$ cat src/rtl/adc_scan_ctrl.sv
// rtl/adc_scan_ctrl.sv - SPI master and round-robin channel scheduler for an 8-channel 10-bit serial ADC (optional ADC_NULL_CHECK_EN adds frame_err)
module adc_scan_ctrl #(
    parameter int CLK_DIV  = 4,
    parameter int CS_GAP   = 8,
    parameter bit SGL_DIFF = 1'b1
) (
    input  logic       clk,
    input  logic       rst_n,
    input  logic       scan_en,
    input  logic       trig,
    input  logic [7:0] ch_mask,
    output logic       sclk,
    output logic       cs_n,
    output logic       mosi,
    input  logic       miso,
    output logic [9:0] sample_data,
    output logic [2:0] sample_ch,
    output logic       sample_valid,
    output logic       busy
`ifdef ADC_NULL_CHECK_EN
    ,
    output logic       frame_err
`endif
);

    localparam int MAXC = (CLK_DIV > CS_GAP) ? CLK_DIV : CS_GAP;
    localparam int CW   = (MAXC > 1) ? $clog2(MAXC) : 1;

    typedef enum logic [1:0] {
        ST_IDLE   = 2'd0,
        ST_SELECT = 2'd1,
        ST_FRAME  = 2'd2,
        ST_GAP    = 2'd3
    } state_t;

    state_t          state_q, state_d;
    logic [2:0]      ptr_q, ptr_d;
    logic [2:0]      ch_q, ch_d;
    logic [7:0]      snap_q, snap_d;
    logic [2:0]      start_q, start_d;
    logic            pass_q, pass_d;
    logic            first_q, first_d;
    logic            setup_q, setup_d;
    logic [CW-1:0]   div_q, div_d;
    logic [4:0]      bit_q, bit_d;
    logic            sclk_q, sclk_d;
    logic            cs_n_q, cs_n_d;
    logic            mosi_q, mosi_d;
    logic [9:0]      shift_q, shift_d;
    logic [9:0]      data_q, data_d;
    logic [2:0]      sch_q, sch_d;
    logic            valid_q, valid_d;
`ifdef ADC_NULL_CHECK_EN
    logic            null_q, null_d;
    logic            err_q, err_d;
`endif

    logic [2:0]      sel_ch;
    logic [2:0]      gap_next;
    logic [2:0]      dist_next;
    logic [2:0]      dist_cur;
    logic            remaining;

    // Nearest set bit strictly after p in wrap order; p itself is the last resort.
    function automatic logic [2:0] next_ch(input logic [7:0] m, input logic [2:0] p);
        logic [2:0] idx;
        next_ch = p;
        for (int i = 8; i >= 1; i--) begin
            idx = p + 3'(i);
            if (m[idx]) begin
                next_ch = idx;
            end
        end
    endfunction

    // Command bit presented before rising edge k.
    function automatic logic cmd_bit(input logic [4:0] k, input logic [2:0] ch);
        case (k)
            5'd0:    cmd_bit = 1'b1;
            5'd1:    cmd_bit = SGL_DIFF;
            5'd2:    cmd_bit = ch[2];
            5'd3:    cmd_bit = ch[1];
            5'd4:    cmd_bit = ch[0];
            default: cmd_bit = 1'b0;
        endcase
    endfunction

    assign sel_ch    = next_ch(ch_mask, ptr_q);
    assign gap_next  = next_ch(snap_q, ch_q);
    // A single pass continues while the next channel lies further from the pass start than the current one.
    assign dist_next = gap_next - start_q;
    assign dist_cur  = ch_q - start_q;
    assign remaining = dist_next > dist_cur;

    // Next-state and datapath decode for the whole controller.
    always_comb begin
        state_d  = state_q;
        ptr_d    = ptr_q;
        ch_d     = ch_q;
        snap_d   = snap_q;
        start_d  = start_q;
        pass_d   = pass_q;
        first_d  = first_q;
        setup_d  = setup_q;
        div_d    = div_q;
        bit_d    = bit_q;
        sclk_d   = sclk_q;
        cs_n_d   = cs_n_q;
        mosi_d   = mosi_q;
        shift_d  = shift_q;
        data_d   = data_q;
        sch_d    = sch_q;
        valid_d  = 1'b0;
`ifdef ADC_NULL_CHECK_EN
        null_d   = null_q;
        err_d    = 1'b0;
`endif
        case (state_q)
            ST_IDLE: begin
                if ((scan_en || trig) && (|ch_mask)) begin
                    state_d = ST_SELECT;
                    pass_d  = ~scan_en;
                    first_d = 1'b1;
                end
            end
            ST_SELECT: begin
                if (|ch_mask) begin
                    ch_d    = sel_ch;
                    ptr_d   = sel_ch;
                    snap_d  = ch_mask;
                    if (first_q) begin
                        start_d = sel_ch;
                    end
                    first_d = 1'b0;
                    state_d = ST_FRAME;
                    cs_n_d  = 1'b0;
                    sclk_d  = 1'b0;
                    mosi_d  = 1'b1;
                    setup_d = 1'b1;
                    div_d   = '0;
                    bit_d   = 5'd0;
                end else begin
                    state_d = ST_IDLE;
                end
            end
            ST_FRAME: begin
                if (setup_q) begin
                    setup_d = 1'b0;
                    div_d   = '0;
                end else if (div_q != CW'(CLK_DIV - 1)) begin
                    div_d = div_q + 1'b1;
                end else begin
                    div_d = '0;
                    if (!sclk_q) begin
                        if (bit_q == 5'd17) begin
                            // Trailing low half done: release the ADC and publish the sample.
                            cs_n_d  = 1'b1;
                            mosi_d  = 1'b0;
                            state_d = ST_GAP;
                            valid_d = 1'b1;
                            data_d  = shift_q;
                            sch_d   = ch_q;
`ifdef ADC_NULL_CHECK_EN
                            err_d   = null_q;
`endif
                        end else begin
                            sclk_d = 1'b1;
                            if (bit_q >= 5'd7) begin
                                shift_d = {shift_q[8:0], miso};
                            end
`ifdef ADC_NULL_CHECK_EN
                            if (bit_q == 5'd6) begin
                                null_d = miso;
                            end
`endif
                        end
                    end else begin
                        sclk_d = 1'b0;
                        bit_d  = bit_q + 5'd1;
                        mosi_d = cmd_bit(bit_q + 5'd1, ch_q);
                    end
                end
            end
            ST_GAP: begin
                if (div_q != CW'(CS_GAP - 1)) begin
                    div_d = div_q + 1'b1;
                end else begin
                    div_d = '0;
                    if (scan_en && (|ch_mask)) begin
                        state_d = ST_SELECT;
                        pass_d  = 1'b0;
                    end else if (pass_q && remaining) begin
                        state_d = ST_SELECT;
                    end else begin
                        state_d = ST_IDLE;
                    end
                end
            end
            default: state_d = ST_IDLE;
        endcase
    end

    // State and datapath registers; reset returns every pin to its idle level at once.
    always_ff @(posedge clk or negedge rst_n) begin
        if (!rst_n) begin
            state_q <= ST_IDLE;
            ptr_q   <= 3'd7;
            ch_q    <= 3'd0;
            snap_q  <= 8'd0;
            start_q <= 3'd0;
            pass_q  <= 1'b0;
            first_q <= 1'b0;
            setup_q <= 1'b0;
            div_q   <= '0;
            bit_q   <= 5'd0;
            sclk_q  <= 1'b0;
            cs_n_q  <= 1'b1;
            mosi_q  <= 1'b0;
            shift_q <= 10'd0;
            data_q  <= 10'd0;
            sch_q   <= 3'd0;
            valid_q <= 1'b0;
`ifdef ADC_NULL_CHECK_EN
            null_q  <= 1'b0;
            err_q   <= 1'b0;
`endif
        end else begin
            state_q <= state_d;
            ptr_q   <= ptr_d;
            ch_q    <= ch_d;
            snap_q  <= snap_d;
            start_q <= start_d;
            pass_q  <= pass_d;
            first_q <= first_d;
            setup_q <= setup_d;
            div_q   <= div_d;
            bit_q   <= bit_d;
            sclk_q  <= sclk_d;
            cs_n_q  <= cs_n_d;
            mosi_q  <= mosi_d;
            shift_q <= shift_d;
            data_q  <= data_d;
            sch_q   <= sch_d;
            valid_q <= valid_d;
`ifdef ADC_NULL_CHECK_EN
            null_q  <= null_d;
            err_q   <= err_d;
`endif
        end
    end

    assign sclk         = sclk_q;
    assign cs_n         = cs_n_q;
    assign mosi         = mosi_q;
    assign sample_data  = data_q;
    assign sample_ch    = sch_q;
    assign sample_valid = valid_q;
    assign busy         = (state_q != ST_IDLE);
`ifdef ADC_NULL_CHECK_EN
    assign frame_err    = err_q;
`endif

endmodule
$ cat config.mk
export PLATFORM = sky130hd
export DESIGN_NAME = adc_scan_ctrl
export DESIGN_NICKNAME = d
export VERILOG_FILES = /design/src/rtl/adc_scan_ctrl.sv
export SDC_FILE = /design/constraint.sdc
export NUM_CORES = 1
export LEC_CHECK = 0
export BUFFER_PORTS_ARGS = -buffer_cell sky130_fd_sc_hd__buf_2
export CORE_MARGIN = 4
export CORE_UTILIZATION = 40
export CTS_CLUSTER_DIAMETER = 120
export DETAILED_ROUTE_END_ITERATION = 16
export HOLD_SLACK_MARGIN = 0.02
export PLACE_DENSITY = 0.54
export SKIP_LAST_GASP = 1
export SYNTH_ARGS = -nofsm -noshare
export SYNTH_HDL_FRONTEND = slang
export SYNTH_SLANG_ARGS = --single-unit
$ cat constraint.sdc
create_clock -name clk -period 8 [get_ports clk]
set_input_delay 1.6 -clock clk [delete_from_list [all_inputs] [get_ports clk]]
set_output_delay 1.6 -clock clk [all_outputs]
set_load 0.005 [all_outputs]
### Word-level counts from Yosys, hierarchy flattened

Cells that the tools add are included.

* word-level logic and storage cells: 194
* bits in registers: 57
* output and inout bits: 18
* input port bits: 13

* mux-type cells: 92
* reductions and logical operators: 26
* eq/ne operators: 20
* bitwise gates (word level): 5
* $lt $le $gt $ge: 16
* $add $sub $neg: 18

Operators with widths (count)
* < comparator 3 x 4 -> 1 bit (second input constant): 14
* two-way mux 3 bit: 18
* binary-select mux 1 bit (select 3 bit): 14
* two-way mux 1 bit: 39
* adder 3 bit (second input constant): 8
* two-way mux 5 bit: 4
* inequality test 2 bit (second input constant): 9
* AND reduction 6 bit: 3
* AND reduction 5 bit: 3
* two-way mux 2 bit: 7
* adder 3 x 2 -> 3 bit (second input constant): 4
* case mux 1 bit (2 select lines): 6
* == test 5 x 2 -> 1 bit (second input constant): 2
* case mux 5 bit (2 select lines): 1
* adder 3 x 1 -> 3 bit (second input constant): 3
* case mux 3 bit (3 select lines): 1
* case mux 2 bit (4 select lines): 1
* AND reduction 4 bit: 2
* nonzero test 2 bit: 4
* OR reduction 8 bit: 1
* inequality test 3 bit (second input constant): 2
* AND reduction 2 bit: 3
* AND reduction 3 bit: 2
* subtractor 3 bit: 2
* other kinds (17): 24

### Logic depth before layout (Yosys ltp)

* depth in word-level cells: 17
* depth in mapped cells: 24
* depth with buffers taken out: 21

### Least setup slack after synthesis

No wires, ideal clock.

* path type: flip-flop to flip-flop
* start: register ch_q[1]
* end: register state_q[0]
* data required time: 7.858 ns
* library setup time: 0.142 ns
* arrival time: 4.723 ns
* path slack: 3.136 ns
* path buffers: 2
* period minus slack after synthesis: 4.864 ns
* cell stages (with the launch flop): 23
* cells stage by stage: dfrtp_1 buf_2 inv_1 ha_1 clkbuf_1 mux4_1 mux2i_1 o21ai_0 a21boi_0 o21ai_0 xnor2_1 ha_1 fa_1 xor2_1 or2_2 or4_1 nand3_1 ha_1 o21ai_0 nand2b_1 a32o_1 nand2_1 a31oi_1

* cells in the longest elaborated chain, start to end: 17
* elaborated cells on any way between the ends: 36
* those cells by class: add/sub: 9; order compare: 1; mux: 25; reduce/logical: 1

RTL lines
* start: declaration: RTL line 38 `logic [2:0] ch_q, ch_d;`
* start signal: assignment: RTL line 230 `ch_q <= ch_d;`
* adder 3 bit: RTL line 69 `idx = p + 3'(i);`
* binary-select mux 1 bit (select 3 bit): RTL line 70 `if (m[idx]) begin`
* two-way mux 1 bit (implied by the code): RTL line 70
* two-way mux 3 bit (7 in series): RTL line 70
* subtractor 3 bit: RTL line 91 `assign dist_next = gap_next - start_q;`
* greater-than comparator 3 bit (*): RTL line 93 `assign remaining = dist_next > dist_cur;`
* logical AND 1 bit (*): RTL line 192 `end else if (pass_q && remaining) begin`
* two-way mux 1 bit (*): RTL line 192
* two-way mux 1 bit (*): RTL line 189 `if (scan_en && (|ch_mask)) begin`
* two-way mux 2 bit (*): RTL line 185 `if (div_q != CW'(CS_GAP - 1)) begin`
* case mux 2 bit (4 select lines) (*): RTL line 118 `case (state_q)`
* end signal: assignment: RTL line 228 `state_q <= state_d;`
* end: declaration: RTL line 36 `state_t state_q, state_d;`

Mark *: on every way between the ends. The rest lies on a longest branch, timed or not. The select of a mux whose other input is x is not followed.
A chain may end at the register's enable or synchronous reset.

### Final worst setup path

* start: register ch_q[0]
* end: register state_q[0]

The elaborated chain is that of the path after synthesis.

==> results.cfg <==
[pwr]
total_power_mw = 2.45
power_per_cell_area_nw_per_um2 = 515
ir_worst_vdd_uv = 266
comb_power_share_pct = 64.2
p_switching_mw = 1.14
switching_share_pct = 46.3
internal_power_mw = 1.32
p_leak_nw = 2.26
pwr-share-clk_pct = 14.1
seqPwrFrac_pct = 21.7

[synth]
yosysTopAreaCell = dfrtp_1
synth-compound-area-share_pct = 17.1
yosysSeqAreaShare_pct = 33.5
ys_top_cells_by_count = 88 x nand2_1, 53 x dfrtp_1, 26 x o21ai_0, 25 x inv_1, 23 x a21oi_1
synth_ff_type = dfrtp_1
yosysWarningCount = 0
async_reset_ff_share_pct = 100
syn_nets = 485
syn_area_per_cell_um2 = 9.45
synth.area.mux_share_pct = 20.4
synthXorXnorAreaFrac_pct = 3.28
synth_cells = 452
ys_ff_latch = 57
synthTopCellsByArea = dfrtp_1 31%, mux4_2 8.4%, nand2_1 7.7%
synth_fa_ha_area_share_pct = 6.21
synthSimpleGateAreaFrac_pct = 14.8
synth_most_common_cell = nand2_1
synth_top_area_share_pct = 31.1
synth_top_family_by_area = multiplexers
synth_edf_count = 0
netlist_area_um2 = 4270
synth_cell_types = 61

[route]
drt-pass1-iter-count = 4
top_layer = met4
drc = 0
vias_per_cell = 5.74
drt_iter0_markers = 187
wl_mm = 9.91
vias = 3527
wl_met3_um = 378
wl_met1_mm = 4.79
wire_per_inst_um = 16.1
route.met2.wl_mm = 4.52
ant_nets = 0

[sta]
slew_violations = 0
holdWs_ps = 480
setup_violations = 0
worst_slew_pin_slew_ps = 725
hold_viol = 0
rsz0062_at_grt = no
clock_skew_ps = 14.4
finalCritPeriodShare_pct = 67.6
layout_min_cycle_time_ps = 5410
fin_setup_tns_ps = 0
slew_headroom_pct = 51.7
max_freq_mhz = 185
fin_ws_ps = 2590

[die]
num_rows = 37
die_x_um = 111
die-area_um2 = 12400
pin_count = 31
core_area_um2 = 10400
fp.dieH_um = 111
start_util_pct = 41.2

[setup_path]
cp.required_ps = 8210
end_kind = flip-flop
start_kind = flip-flop
critPathKind = reg -> reg
critPathSlowestCell = dfrtp_1
crit_fanout = 16
arrival_ps = 5620
path_cells = inv_1 > ha_1 > mux4_1 > mux2i_1 > o21ai_0 > a21boi_0 > o21ai_0 > xnor2_1 > ha_1 > fa_1 > xor2_1 > or2_2 > or4_1 > nand3_1 > ha_1 > o21ai_0 > nand2b_1 > a32o_1 > nand2_1 > a31oi_1
regToRegSetupSlack_ps = 2590
cpPeakStageDelay_ps = 790

[layout]
fillers = 1018
syn_to_final_growth_pct = 11.5
postLayoutCoreUtil_pct = 45.9
final_nets = 506
drive_above_1_share_pct = 19.5
antenna_cells = 0

[cts]
clkSinkCount = 57
cts.clk_slew.worst_paths_ps = 80
cts_tree = done
ctsResizeCount = 0
clk_path_buf_depth = 2
h-tree-depth = 3
cts_buffers = 9
ctsHoldBuffers = 0
clk_latency_ps = 350
root_buffer = clkbuf_8
cts_setup_buffers = 0

[grt]
track_usage_pct = 16.6
antenna_found_initial = 0
grt_max_degree = 58
grt_overflow = 0
grt_pass1_vias = 3474
grt_pass1_wl_mm = 17.0

[placed_design]
hpwlAfterDp_mm = 6.99
portBuffers = 30
gp_congestion = 0.871
preCtsSetupSlack_ps = 2640

[outcome]
status = complete, no violations

[run]
drv_cap = 0

[hold_path]
hold_path.class = reg -> reg
-- path summary, 6_finish.rpt --
| check | startpoint | to | cells past startpoint |
|---|---|---|---|
| worst max-delay path | ch_q[0]$_DFFE_PN0P_ | state_q[0]$_DFFE_PN0P_ | 20 |
| worst min-delay path | sample_data[2]$_DFFE_PN0P_ | sample_data[2]$_DFFE_PN0P_ | 2 |
| worst max register to register | ch_q[0]$_DFFE_PN0P_ | state_q[0]$_DFFE_PN0P_ | 20 |
| worst min register to register | sample_data[2]$_DFFE_PN0P_ | sample_data[2]$_DFFE_PN0P_ | 2 |
| max in group asynchronous | rst_n | pass_q$_DFFE_PN0P_ | 2 |
| min in group asynchronous | rst_n | sample_data[3]$_DFFE_PN0P_ | 2 |
-- registers in the layout, summed over array words and instances (netlist names), named ones only --
name          cells
start_q           3
sclk              1
cs_n              1
mosi              1
sample_valid      1
ch_q              3
sample_ch         3
shift_q          10
pass_q            1
bit_q             5
first_q           1
ptr_q             3
div_q             3
snap_q            8
sample_data      10
state_q           1
setup_q           1
-- layer usage --
| metal | up-vias | track usage [%] |
|---|---|---|
| li1 | 1681 | - |
| met1 | 1737 | 23.7 |
| met2 | 91 | 25.1 |
| met3 | 18 | 3.38 |
| met4 | 0 | 5.76 |
| met5 | - | 0 |
-- placed cells by master (no fill, tap or decap), types with 4 or more instances in the layout --
| master | synthesis | layout |
|---|---|---|
| a31oi_1 | 6 | 6 |
| nor2_1 | 19 | 19 |
| nand3_1 | 7 | 7 |
| nor2b_1 | 5 | 5 |
| nand2_1 | 88 | 88 |
| nor3_1 | 4 | 4 |
| o211ai_1 | 6 | 6 |
| buf_2 | 6 | 30 |
| mux2i_1 | 18 | 18 |
| o21ai_0 | 26 | 26 |
| ha_1 | 18 | 18 |
| a211oi_1 | 5 | 5 |
| mux2_2 | 20 | 20 |
| nand2b_1 | 4 | 4 |
| dfstp_2 | 4 | 4 |
| clkbuf_8 | 0 | 9 |
| mux4_1 | 4 | 4 |
| and3_1 | 4 | 4 |
| inv_1 | 25 | 25 |
| a21boi_0 | 4 | 4 |
| or3_1 | 4 | 4 |
| xor2_1 | 7 | 7 |
| mux4_2 | 16 | 16 |
| dfrtp_1 | 53 | 53 |
| a21oi_1 | 23 | 23 |
| xnor2_1 | 9 | 9 |
-- worst max-delay path: cells and delay by family, from the launching register on --
| kind | cells | cell delay [ps] |
|---|---|---|
| buf+inv | 1 | 180 |
| flops | 1 | 790 |
| xor+xnor | 2 | 350 |
| simple gates | 5 | 950 |
| fa+ha+maj | 4 | 1350 |
| compound gates | 6 | 870 |
| mux | 2 | 800 |
-- power by group through the flow --
| stage | Combinational (mW) | Sequential (mW) | Clock [mW] |
|---|---|---|---|
| finish | 1.57 | 0.532 | 0.347 |
| global placement | 1.53 | 0.535 | 0 |
| global route | 1.76 | 0.555 | 0.370 |
| floorplan | 1.33 | 0.443 | 0 |
| detailed placement | 1.56 | 0.536 | 0 |
| CTS | 1.57 | 0.532 | 0.355 |
-- metrics by stage --
step / cells / cell area (um^2)
2_1_floorplan: 452 / 4270
3_3_place_gp: 598 / 4510
3_5_place_dp: 598 / 4510
4_1_cts: 614 / 4760
5_1_grt: 614 / 4760
6_report: 614 / 4760
-- layout make-up --
| type | count | area [um^2] | area share (%) |
|---|---|---|---|
| flip-flops and latches | 57 | 1430 | 30.0 |
| well taps | 136 | 170 | 3.57 |
| multi-input cells | 345 | 2640 | 55.3 |
| clock buffers | 9 | 124 | 2.60 |
| repair buffers | 33 | 173 | 3.62 |
| inverters | 27 | 101 | 2.13 |
| clock inverters | 7 | 128 | 2.68 |
-- cells by family (layout without fill, tap and decap cells) --
kind of cell	Yosys count	count (layout)
xor gates and xnor gates	16	16
DFF	57	57
AOI/OAI and AO/OA	106	106
adders and majority gates	20	20
muxes	58	58
buffers and inverters	50	76
and+or+nand+nor	145	145
(Power assumes the default switching activity.)
